### src/rtl/inst_queue_pkg.sv
// Shared definitions for the instruction queue.
// Holds the instruction and address widths and the {inst, pc} entry record
// stored in each queue slot.
package inst_queue_pkg;

  localparam int unsigned INST_W = 32;
  localparam int unsigned ADDR_W = 32;

  typedef struct packed {
    logic [INST_W-1:0] inst;
    logic [ADDR_W-1:0] pc;
  } iq_entry_t;

endpackage

### src/rtl/iq_ram.sv
// Instruction queue storage: DEPTH-entry register array with one synchronous
// write port and one asynchronous (combinational) read port. No reset on the
// contents.
// Ports:
//   i_clk   - clock, writes occur on rising edge
//   i_we    - write enable
//   i_waddr - write slot index
//   i_wdata - entry written
//   i_raddr - read slot index
//   o_rdata - entry at i_raddr (combinational)
module iq_ram
  import inst_queue_pkg::*;
#(
  parameter int unsigned DEPTH = 16
) (
  input  logic                       i_clk,
  input  logic                       i_we,
  input  logic [$clog2(DEPTH)-1:0]   i_waddr,
  input  iq_entry_t                  i_wdata,
  input  logic [$clog2(DEPTH)-1:0]   i_raddr,
  output iq_entry_t                  o_rdata
);

  iq_entry_t r_mem [DEPTH];

  always_ff @(posedge i_clk) begin
    if (i_we) begin
      r_mem[i_waddr] <= i_wdata;
    end
  end

  assign o_rdata = r_mem[i_raddr];

endmodule

### src/rtl/inst_queue.sv
// Instruction queue between the fetcher and the decoder: a circular buffer of
// DEPTH {inst, pc} entries with show-ahead head output.
// Optional feature: define INST_QUEUE_CNT_EN to expose the occupancy on the
// 'count' output port.
// Ports:
//   clk       - clock, all state updates on rising edge
//   rst       - asynchronous active-high reset
//   rdy       - global enable; low freezes all state
//   in_valid  - fetcher presents an instruction
//   in_inst   - instruction word
//   in_pc     - address of in_inst
//   full      - queue cannot accept a push
//   out_valid - head entry available
//   out_inst  - head instruction
//   out_pc    - head PC
//   out_ready - decoder consumes head this cycle
//   flush     - discard all entries
//   count     - (INST_QUEUE_CNT_EN only) current occupancy
module inst_queue
  import inst_queue_pkg::*;
#(
  parameter int unsigned DEPTH = 16
) (
  input  logic                     clk,
  input  logic                     rst,
  input  logic                     rdy,
  input  logic                     in_valid,
  input  logic [INST_W-1:0]        in_inst,
  input  logic [ADDR_W-1:0]        in_pc,
  output logic                     full,
  output logic                     out_valid,
  output logic [INST_W-1:0]        out_inst,
  output logic [ADDR_W-1:0]        out_pc,
  input  logic                     out_ready,
  input  logic                     flush
`ifdef INST_QUEUE_CNT_EN
  ,
  output logic [$clog2(DEPTH):0]   count
`endif
);

  localparam int unsigned PtrW = $clog2(DEPTH);
  localparam logic [PtrW:0] FullCnt = DEPTH[PtrW:0];

  logic [PtrW-1:0] r_head, r_tail;
  logic [PtrW:0]   r_count;
  logic [PtrW-1:0] w_head_nxt, w_tail_nxt;
  logic [PtrW:0]   w_count_nxt;
  logic            w_push, w_pop;
  iq_entry_t       w_wdata, w_rdata;

  // full and out_valid come only from the registered count, so a pop never
  // frees a slot for a push in the same cycle.
  assign full      = (r_count == FullCnt);
  assign out_valid = (r_count != '0);

  assign w_push = rdy && in_valid && !full && !flush;
  assign w_pop  = rdy && out_valid && out_ready && !flush;

  always_comb begin
    w_head_nxt  = r_head;
    w_tail_nxt  = r_tail;
    w_count_nxt = r_count;
    if (rdy) begin
      if (flush) begin
        w_head_nxt  = '0;
        w_tail_nxt  = '0;
        w_count_nxt = '0;
      end else begin
        // Power-of-two depth: pointer overflow is the modulo wrap.
        if (w_push) w_tail_nxt = r_tail + PtrW'(1);
        if (w_pop)  w_head_nxt = r_head + PtrW'(1);
        unique case ({w_push, w_pop})
          2'b10:   w_count_nxt = r_count + (PtrW + 1)'(1);
          2'b01:   w_count_nxt = r_count - (PtrW + 1)'(1);
          default: w_count_nxt = r_count;
        endcase
      end
    end
  end

  always_ff @(posedge clk or posedge rst) begin
    if (rst) begin
      r_head  <= '0;
      r_tail  <= '0;
      r_count <= '0;
    end else begin
      r_head  <= w_head_nxt;
      r_tail  <= w_tail_nxt;
      r_count <= w_count_nxt;
    end
  end

  assign w_wdata = '{inst: in_inst, pc: in_pc};

  iq_ram #(
    .DEPTH (DEPTH)
  ) u_ram (
    .i_clk   (clk),
    .i_we    (w_push),
    .i_waddr (r_tail),
    .i_wdata (w_wdata),
    .i_raddr (r_head),
    .o_rdata (w_rdata)
  );

  assign out_inst = w_rdata.inst;
  assign out_pc   = w_rdata.pc;

`ifdef INST_QUEUE_CNT_EN
  assign count = r_count;
`endif

endmodule

### config.mk
export PLATFORM = sky130hd
export DESIGN_NAME = inst_queue
export DESIGN_NICKNAME = d
export VERILOG_FILES = /design/src/rtl/inst_queue_pkg.sv /design/src/rtl/iq_ram.sv /design/src/rtl/inst_queue.sv
export SDC_FILE = /design/constraint.sdc
export NUM_CORES = 1
export LEC_CHECK = 0
export ABC_AREA = 1
export BUFFER_PORTS_ARGS = -buffer_cell sky130_fd_sc_hd__buf_2
export CORE_ASPECT_RATIO = 0.6
export CORE_MARGIN = 1.5
export CORE_UTILIZATION = 30
export CTS_BUF_LIST = sky130_fd_sc_hd__clkbuf_4
export DETAILED_ROUTE_END_ITERATION = 8
export PLACE_DENSITY_LB_ADDON = 0.15
export SYNTH_ARGS = -nofsm -noshare
export SYNTH_HDL_FRONTEND = slang
export SYNTH_HIERARCHICAL = 1
export SYNTH_SLANG_ARGS = --single-unit
### constraint.sdc
create_clock -name clk -period 7.9 [get_ports clk]
set_clock_uncertainty 0.1 [all_clocks]
set_input_delay 1.185 -clock clk [delete_from_list [all_inputs] [get_ports clk]]
set_output_delay 1.185 -clock clk [all_outputs]
set_load 0.1 [all_outputs]
==> flow_summary.toml <==
[floorplanning]
ios = 136
dieArea_um2 = 152000
placementRows = 109
initial_core_util_pct = 30.35
die_w_um = 502.3
die_y_um = 302.6
core-area_um2 = 147800

[sta]
period_needed_ns = 6.287
tns_ns = 0
drv_slew = 0
worst-slew-pin-transition_ns = 1.160
fin_crit_sh_pct = 79.58
slew_headroom_pct = 22.70
rsz0062_at_grt = "no"
setup_viol = 0
fmax_mhz = 159.1
hold_viol = 0

[worst_setup_path]
reg2reg_to = "u_ram/r_mem[14][0]"
ff2ff_setup_slack_ns = 4.24
crit_top_cell = "nand2_1"
arrival_ns = 5.00
crit_required_ns = 6.61
critPathMaxStageDelay_ns = 0.92
path_max_fanout = 73
crit_slowest_cell = "dfrtp_4"
endpoint_kind = "output pin"
worst-setup-path-type = "flip-flop to output pin"
r2r-start = "r_count[0]"
path_cells = "buf_4 > buf_4 > nand2_1 > nand2_1 > nand2_1 > nand3_1 > nand3_1 > nand2_1 > buf_2"
rr_worst_depth = 7
cp-start-kind = "flip-flop"

[drt]
via_per_inst = 4.435
first_pass_iters = 7
ant_nets = 0
finalWirelength_mm = 131.7
vias = 29477
drt_iter0_drc = 2171
avgRoutedWirePerCell_um = 19.81
drc_errors = 0

[synthesis]
yosysTopAreaCell = "edfxtp_1"
synth_cell_types = 30
syn_area_um2 = 44870
synth_top_area_share_pct = 68.54
synth_area_leaders = "edfxtp_1, nand2_1, nand3_1"
yosysMostFrequentCell = "nand2_1"
async_reset_ff_share_pct = 1.254
synth-main-ff-cell = "edfxtp_1"
syn_inst = 4244
synth_edf_count = 1024
yosysWarnings = 6
syn-num-nets = 4320
ys_ff_latch = 1037
yosysSeqAreaShare_pct = 69.26
syn_area_per_cell_um2 = 10.57
netlist_top_cells_count = "nand2_1, edfxtp_1, inv_1, nand3_1, buf_2"

[final_layout]
nFillCells = 15180
seqCellArea_um2 = 31090
fin_nets = 4571
drive_gt1_share_pct = 13.42
instances_no_fill = 6647
areaGrowthSynthToFinish_pct = 12.45
multiInputGateArea_um2 = 9598

[placed_design]
place_congestion = 0.7252
port_buffers = 135
dp_hpwl_mm = 59.80
dp_cells = 6212

[global_routing]
grt_start_max_net_pins = 326
grt_pass1_wl_mm = 193.4
grt_pass1_vias = 28032
grt-ovfl-total = 0
grt_use_total_pct = 17.33
antenna_found_initial = 20

[min_path]
hold_path_class = "input port to flip-flop"
whs_endpoint = "u_ram/r_mem[12][21]"
min_from = "in_pc[21]"
hold_depth = 1

[clock_network]
cts_buffer_depth = 4
postCtsSetupBuffers = 0
cts_sinks = 1037
cts-buffers-inserted = 278
path_clk_slew_ns = 0.07
hold_buffers = 1
htreeDepth = 5
clockRootBuffer = "clkbuf_4"
post_cts_resized = 0
clkLatencyLatePin_ns = 1.14
cts_tree = "done"

[run_status]
status = "finished clean"

[pwr]
leakage_nw = 21.27
power_density_nw_per_um2 = 300.8
ir_drop_mv = 0.3656

[run]
max_cap_viol_count = 0
metal layers:
layer | track usage, % | up-vias | part of all wire, %
li1 | - | 14362 | -
met1 | 25.89 | 14025 | 50
met2 | 24.98 | 838 | 42
met3 | 3.311 | 242 | 5.5
met4 | 5.894 | 10 | 2.2
met5 | 0 | - | 0.049
power by group:
part,internal [mW],switching (mW)
registers,6.12,0.0987
logic,0.904,3.53
clock network,2.29,2.23
critical path, delay by kind of cell, from the launching register on:
family                 cells  cell delay [ns]
and+or+nand+nor            6             0.72
buffers and inverters      3             2.09
DFF                        1             0.92
final cells by class:
class / count / area share, %
multi-input cells: 2209 / 19.02
inverters: 787 / 5.937
well taps: 1998 / 4.955
flip-flops and latches: 1037 / 61.62
clock buffers: 394 / 5.863
repair buffers: 182 / 2.267
diodes: 7 / 0.03472
clock inverters: 33 / 0.3001
stage by stage:
stage	utilization (%)	hold WS [ns]	cell area [um2]	setup slack (ns)	power [mW]
after floorplan	-	0.3868	44870	2.815	9.886
after global placement	32.01	0.4195	47320	2.718	10.84
after detailed placement	32.01	0.4133	47320	2.757	10.84
after CTS	34.12	0.08270	50440	1.409	15.44
after global routing	34.12	0.1641	50450	1.238	16.05
final	34.13	0.2597	50450	1.613	15.18
flip-flops by register name (all words and copies together) (netlist names):
register and count:
u_ram/r_mem 1024, r_count 5, r_head 4, r_tail 4
cells by family after synthesis:
family                   share of synthesized area [%]
adder cells (fa/ha/maj)                         0.1841
buffers and inverters                            9.613
flip-flops                                       69.26
multiplexers                                   0.07251
XOR/XNOR                                       0.09760
AO/OA/AOI/OAI                                   0.1506
AND/OR/NAND/NOR                                  20.62
worst max-delay path by stage:
stage	start	to	slack, ns	cells past startpoint
floorplan	in_valid	u_ram/r_mem[12][0]	2.82	6
global placement	r_head[0]	out_inst[15]	2.72	9
detailed placement	r_head[0]	out_inst[15]	2.76	9
CTS	r_head[0]	out_inst[15]	1.41	9
global route	r_head[0]	out_inst[15]	1.24	9
finish	r_head[0]	out_inst[15]	1.61	9
placed cells by master, fill, tap and decap left out, types with 2 or more instances in the layout:
master / netlist / final
inv_1: 780 / 779
clkbuf_4: 0 / 394
buf_12: 0 / 9
a21oi_1: 4 / 4
diode_2: 0 / 7
o21ai_1: 4 / 4
nor2_4: 1 / 17
nand3_2: 3 / 3
dfrtp_1: 13 / 9
dfrtp_4: 0 / 4
nor2_2: 2 / 2
mux2_1: 2 / 2
nand3b_1: 2 / 2
buf_2: 116 / 135
xor2_1: 4 / 4
ha_1: 5 / 5
nand2_1: 1366 / 1366
nor2_1: 24 / 8
a32o_1: 2 / 2
clkinv_1: 0 / 28
nand3_1: 777 / 777
nand2_2: 5 / 5
edfxtp_1: 1024 / 1024
nand2_4: 4 / 4
buf_4: 16 / 37
inv_2: 6 / 7
No activity file was read; power rests on OpenSTA's default activity.
